[config.mk]
export PLATFORM = sky130hd
export DESIGN_NAME = lcd_rx_capture
export DESIGN_NICKNAME = d
export VERILOG_FILES = /design/src/rtl/lcd_rx_capture.sv
export SDC_FILE = /design/constraint.sdc
export NUM_CORES = 1
export LEC_CHECK = 0
export ABC_AREA = 1
export BUFFER_PORTS_ARGS = -buffer_cell sky130_fd_sc_hd__buf_2
export CAP_MARGIN = 40
export CORE_UTILIZATION = 54
export DETAILED_ROUTE_END_ITERATION = 7
export GPL_TIMING_DRIVEN = 1
export PLACE_DENSITY = 0.89
export SETUP_SLACK_MARGIN = 0.2
export SYNTH_ARGS = -nofsm -noshare
export SYNTH_HDL_FRONTEND = slang
export SYNTH_SLANG_ARGS = --single-unit
export TNS_END_PERCENT = 10
[constraint.sdc]
create_clock -name HCLK -period 5.1 [get_ports HCLK]
set_clock_uncertainty 0.2 [all_clocks]
set_input_delay 0.51 -clock HCLK [delete_from_list [all_inputs] [get_ports HCLK]]
set_output_delay 0.51 -clock HCLK [all_outputs]
set_load 0.1 [all_outputs]
[src/rtl/lcd_rx_capture.sv]
// Two-pixel-per-beat LCD frame capture with an AHB-Lite register slave.
// Counts pixels, lines and frames and keeps a 32-bit component checksum.
module lcd_rx_capture #(
    parameter int IMG_PIX_W = 8,
    parameter int W_SIZE    = 12,
    parameter int W_ADDR    = 32,
    parameter int W_DATA    = 32
) (
    input  logic                 HCLK,
    input  logic                 HRESET,
    input  logic                 in_valid,
    input  logic [IMG_PIX_W-1:0] in_r0,
    input  logic [IMG_PIX_W-1:0] in_g0,
    input  logic [IMG_PIX_W-1:0] in_b0,
    input  logic [IMG_PIX_W-1:0] in_r1,
    input  logic [IMG_PIX_W-1:0] in_g1,
    input  logic [IMG_PIX_W-1:0] in_b1,
    input  logic                 HSEL,
    input  logic [W_ADDR-1:0]    HADDR,
    input  logic [1:0]           HTRANS,
    input  logic                 HWRITE,
    input  logic [W_DATA-1:0]    HWDATA,
    input  logic                 HREADY,
    output logic [W_DATA-1:0]    HRDATA,
    output logic                 HREADYOUT,
    output logic [1:0]           HRESP,
    output logic                 frame_done
);

    typedef enum logic [1:0] {IDLE, ARMED, CAPTURE, DONE} state_t;

    state_t state_q, state_d;

    logic              dph_q, wr_q;
    logic [3:0]        addr_q;
    logic              ctrl_en;
    logic [W_SIZE-1:0] width_q, height_q, col_q;
    logic [31:0]       pix_q, line_q, chk_q, frm_q;
    logic              done_q, ovf_q, abort_q;

    logic              reg_wr, ctrl_wr, clr, en_eff, geom_ok;
    logic [W_SIZE:0]   col_nxt;
    logic [31:0]       line_nxt, rdata;
    logic              line_end, frame_end;
    logic [IMG_PIX_W+2:0] beat_sum;
    logic              arm, done_clr, take, ovf_set, abort_set;
    logic              unused_bits;

    assign unused_bits = ^{HADDR[W_ADDR-1:6], HADDR[1:0], HTRANS[0],
                           HWDATA[W_DATA-1:W_SIZE]};

    assign reg_wr  = dph_q & wr_q;
    assign ctrl_wr = reg_wr && addr_q == 4'd0;
    assign clr     = ctrl_wr & HWDATA[1];
    assign en_eff  = ctrl_wr ? HWDATA[0] : ctrl_en;
    assign geom_ok = (width_q != '0) && (height_q != '0);

    assign beat_sum = (IMG_PIX_W+3)'(in_r0) + (IMG_PIX_W+3)'(in_g0)
                    + (IMG_PIX_W+3)'(in_b0) + (IMG_PIX_W+3)'(in_r1)
                    + (IMG_PIX_W+3)'(in_g1) + (IMG_PIX_W+3)'(in_b1);

    // Odd widths round up: the compare is >= so the last beat overhangs.
    assign col_nxt   = {1'b0, col_q} + (W_SIZE+1)'(2);
    assign line_end  = col_nxt >= {1'b0, width_q};
    assign line_nxt  = line_q + 32'd1;
    assign frame_end = line_end && (line_nxt >= 32'(height_q));

    always_comb begin
        state_d   = state_q;
        arm       = 1'b0;
        done_clr  = 1'b0;
        take      = 1'b0;
        ovf_set   = 1'b0;
        abort_set = 1'b0;
        if (clr) begin
            state_d = en_eff ? ARMED : IDLE;
        end else begin
            unique case (state_q)
                IDLE: begin
                    ovf_set = in_valid;
                    if (en_eff) begin
                        state_d  = ARMED;
                        arm      = 1'b1;
                        done_clr = 1'b1;
                    end
                end
                ARMED: begin
                    if (!en_eff) begin
                        state_d   = IDLE;
                        abort_set = 1'b1;
                    end else if (in_valid && geom_ok) begin
                        take    = 1'b1;
                        state_d = frame_end ? DONE : CAPTURE;
                    end
                end
                CAPTURE: begin
                    if (!en_eff) begin
                        state_d   = IDLE;
                        abort_set = 1'b1;
                    end else if (in_valid) begin
                        take    = 1'b1;
                        state_d = frame_end ? DONE : CAPTURE;
                    end
                end
                DONE: begin
                    ovf_set = in_valid;
                    state_d = en_eff ? ARMED : IDLE;
                    arm     = en_eff;
                end
                default: state_d = IDLE;
            endcase
        end
    end

    always_ff @(posedge HCLK or posedge HRESET) begin
        if (HRESET) begin
            state_q  <= IDLE;
            dph_q    <= 1'b0;
            wr_q     <= 1'b0;
            addr_q   <= '0;
            ctrl_en  <= 1'b0;
            width_q  <= W_SIZE'(768);
            height_q <= W_SIZE'(512);
            col_q    <= '0;
            pix_q    <= '0;
            line_q   <= '0;
            chk_q    <= '0;
            frm_q    <= '0;
            done_q   <= 1'b0;
            ovf_q    <= 1'b0;
            abort_q  <= 1'b0;
        end else begin
            state_q <= state_d;
            if (HREADY) begin
                dph_q  <= HSEL & HTRANS[1];
                wr_q   <= HWRITE;
                addr_q <= HADDR[5:2];
            end
            if (ctrl_wr) ctrl_en <= HWDATA[0];
            if (reg_wr && addr_q == 4'd1) width_q  <= HWDATA[W_SIZE-1:0];
            if (reg_wr && addr_q == 4'd2) height_q <= HWDATA[W_SIZE-1:0];
            if (clr) begin
                col_q   <= '0;
                pix_q   <= '0;
                line_q  <= '0;
                chk_q   <= '0;
                frm_q   <= '0;
                done_q  <= 1'b0;
                ovf_q   <= 1'b0;
                abort_q <= 1'b0;
            end else begin
                if (arm) begin
                    col_q  <= '0;
                    pix_q  <= '0;
                    line_q <= '0;
                    chk_q  <= '0;
                end
                if (done_clr) done_q <= 1'b0;
                if (take) begin
                    pix_q <= pix_q + 32'd2;
                    chk_q <= chk_q + 32'(beat_sum);
                    col_q <= line_end ? '0 : col_nxt[W_SIZE-1:0];
                    if (line_end) line_q <= line_nxt;
                end
                if (take && frame_end) begin
                    done_q <= 1'b1;
                    frm_q  <= frm_q + 32'd1;
                end
                if (ovf_set) ovf_q <= 1'b1;
                if (abort_set) abort_q <= 1'b1;
            end
        end
    end

    always_comb begin
        rdata = '0;
        case (addr_q)
            4'd0: rdata = {31'd0, ctrl_en};
            4'd1: rdata = 32'(width_q);
            4'd2: rdata = 32'(height_q);
            4'd3: rdata = {28'd0, abort_q, ovf_q, done_q,
                           (state_q == ARMED) || (state_q == CAPTURE)};
            4'd4: rdata = pix_q;
            4'd5: rdata = line_q;
            4'd6: rdata = chk_q;
            4'd7: rdata = frm_q;
            default: rdata = '0;
        endcase
    end

    assign HRDATA     = (dph_q && !wr_q) ? W_DATA'(rdata) : '0;
    assign HREADYOUT  = 1'b1;
    assign HRESP      = 2'b00;
    assign frame_done = (state_q == DONE);

endmodule

==> results_dict.tcl <==
set metrics [dict create \
    outcome "finished with violations" \
    violations "design-rule violations" \
    synthArstFlopShare_pct 100.0 \
    antenna_found_initial 0 \
    ios 156 \
    fp-row-count 57 \
    port_buffers 103 \
    post-route-min-period_ns 4.555 \
    grt_pass1_wl_um 63940 \
    dp_hpwl_um 28360 \
    hp-class "in -> reg" \
    synth_edf_count 0 \
    drive_above_1_share_pct 9.560 \
    num_vias 13500 \
    slew_headroom_pct 35.42 \
    cp-end-kind "register" \
    cts_max_path_buffers 2 \
    max_freq_mhz 219.5 \
    diodes 0 \
    die_w_um 159.5 \
    synth-seq-area-share_pct 32.55 \
    path_class "in -> reg" \
    synthToLayoutAreaGrowth_pct 10.44 \
    cts.repair.resized 0 \
    finalCritPeriodShare_pct 89.32 \
    drv_slew 0 \
    wirelength_um 38660 \
    wl_per_cell_um 16.80 \
    dieArea_mm2 0.02543 \
    core_area_mm2 0.02432 \
    path_cells "buf_2, inv_1, fa_1, inv_1, fa_1, fa_1, inv_1, fa_1, fa_1, inv_1, nand2_1, a21oi_1, nand4_1, nand2_1, nand2_1, nor2_1, nand2_1, buf_4, nor2_1, nand2_1, nand3_1, o21ai_0" \
    clock-sinks 174 \
    yosys_register_bits 174 \
    rsz0062_at_grt "true" \
    yosys_warnings 0 \
    dpl_cell_area_mm2 0.01418 \
    powerDensity_mw_per_mm2 353.3 \
    drv_cap 0 \
    path_clk_slew_ns 0.07 \
    fp.dieH_um 159.5 \
    synth_area_per_cell_um2 7.089 \
    yosys.area.top_type "dfrtp_1" \
    drt_iter0_markers 2280 \
    slowest_delay_ns 0.55 \
    grt_overflow 0 \
    yosys-top-cells-area "dfrtp_1 32%, nand2_1 11%, inv_1 9.5%, nand3_1 5.7%, fa_1 5.7%" \
    finalInstanceArea_mm2 0.01479 \
    critical-path-top-delay-family "adder cells" \
    start_util_pct 55.06 \
    finalNetCount 2172 \
    route.detailed.drc 1 \
    report.power.total_mw 5.225 \
    synth.cell_area_mm2 0.01339 \
    gp_congestion 1.041 \
    cts_max_level 4 \
    cts_hold_buf 0 \
    setup_violations 0 \
    cts_buffers 17 \
    ir_worst_vdd_v 0.0002206 \
    clock_latency_ns 0.45 \
    start_kind "input pin" \
    synth_ff_type "dfrtp_1" \
    synth_top_area_share_pct 31.96 \
    layout_commonest_cell "nand2_1" \
    critPathArrivalTime_ns 4.69 \
    drt_pass1_iterations 8 \
    cts_tree "yes" \
    dp_slack_ns 0.02457 \
    required_ns 5.23 \
    setup_ws_ns 0.5447 \
    ant_nets 0 \
    via_per_inst 5.868 \
    cp_slowest_cell "fa_1" \
    grt_pass1_vias 13310 \
    leakagePower_nw 7.283 \
    finalSetupTns_ns 0 \
    grt_max_degree 175 \
    hold_viol_final 0 \
    layout_common_cells "397 x nand2_1, 337 x inv_1, 174 x nor2_1" \
    postCtsSetupRepairBufs 0 \
    cp_num_buf_inv 6 \
    grtUsageTotal_pct 31.28 \
    worst_pin_slew_ns 0.9687 \
    synth_cells 1889 \
    ys_types 48 \
    root_buffer "clkbuf_16" \
    cp_max_fo 4 \
]
## worst min-delay path: stages
cell and delay (ns):
buf_2 0.07, nand2_1 0.04, o21ai_0 0.06
## where the power goes
group | leakage (nW) | switching, mW | internal [mW]
registers | 2.31 | 0.185 | 1.58
logic | 4.69 | 1.37 | 0.733
clock network | 0.288 | 0.606 | 0.747
## per-stage QoR
stage,instances,hold slack [ns],utilization [%]
final,2301,0.07183,60.81
after CTS,2301,0.07891,60.79
after floorplan,1890,0.2687,-
after global routing,2301,0.09142,60.81
after detailed placement,2269,0.2925,58.33
after global placement,2267,0.2823,58.15
## routing by layer
| layer | wire length, µm | up-vias | global-route usage [%] |
|---|---|---|---|
| li1 | - | 6284 | - |
| met1 | 14710 | 6178 | 38.82 |
| met2 | 17420 | 866 | 49.09 |
| met3 | 4166 | 174 | 7.450 |
| met4 | 2361 | 0 | 19.84 |
| met5 | 0 | - | 0 |
## final timing paths
kind                                  from    endpoint  slack [ns]  cells past startpoint
worst max register to register    col_q[1]  line_q[26]        1.05                     18
min in group asynchronous           HRESET   pix_q[23]        0.13                      3
worst min register to register  width_q[9]  width_q[9]        0.31                      2
worst min-delay path              HADDR[4]   addr_q[2]        0.07                      3
worst max-delay path              in_r0[2]   chk_q[25]        0.54                     22
max in group asynchronous           HRESET   addr_q[1]        3.86                      3
## area by class of cell
class                      instances  area (µm²)
fill                            2007        9532
timing repair buffer             123       705.7
inverter                         343        1291
clock buffer                      19       442.9
multi-input combinational       1305        7430
tap                              324       405.4
clock inverter                    13       155.1
sequential                       174        4358
## cells in the mapped netlist, types with 20 or more instances
library cell  count
nor4_1           21
a21oi_1          72
nand2_1         397
clkbuf_1         39
fa_1             38
nand3_1         153
dfrtp_1         171
ha_1             50
a221oi_1         20
o22ai_1          82
inv_1           338
nand4_1          48
nor3_1           44
o21ai_0          82
xor2_1           56
nor2_1          176
## cells by family after synthesis
group           count (synthesis)  synth area share [%]
simple gates                  865                 28.27
buf+inv                       411                 12.04
compound gates                281                 12.28
flops                         174                 32.55
fa+ha+maj                      88                 10.35
xor+xnor                       67                 4.382
other cells                     2               0.05609
mux                             1               0.08409
## registers in the layout (all words and copies together), names as in the netlist, 2 cells and up
| name | cells |
|---|---|
| chk_q | 32 |
| state_q | 2 |
| width_q | 12 |
| col_q | 11 |
| pix_q | 31 |
| line_q | 32 |
| addr_q | 4 |
| frm_q | 32 |
| height_q | 12 |
No activity file was read; power rests on OpenSTA's default activity.
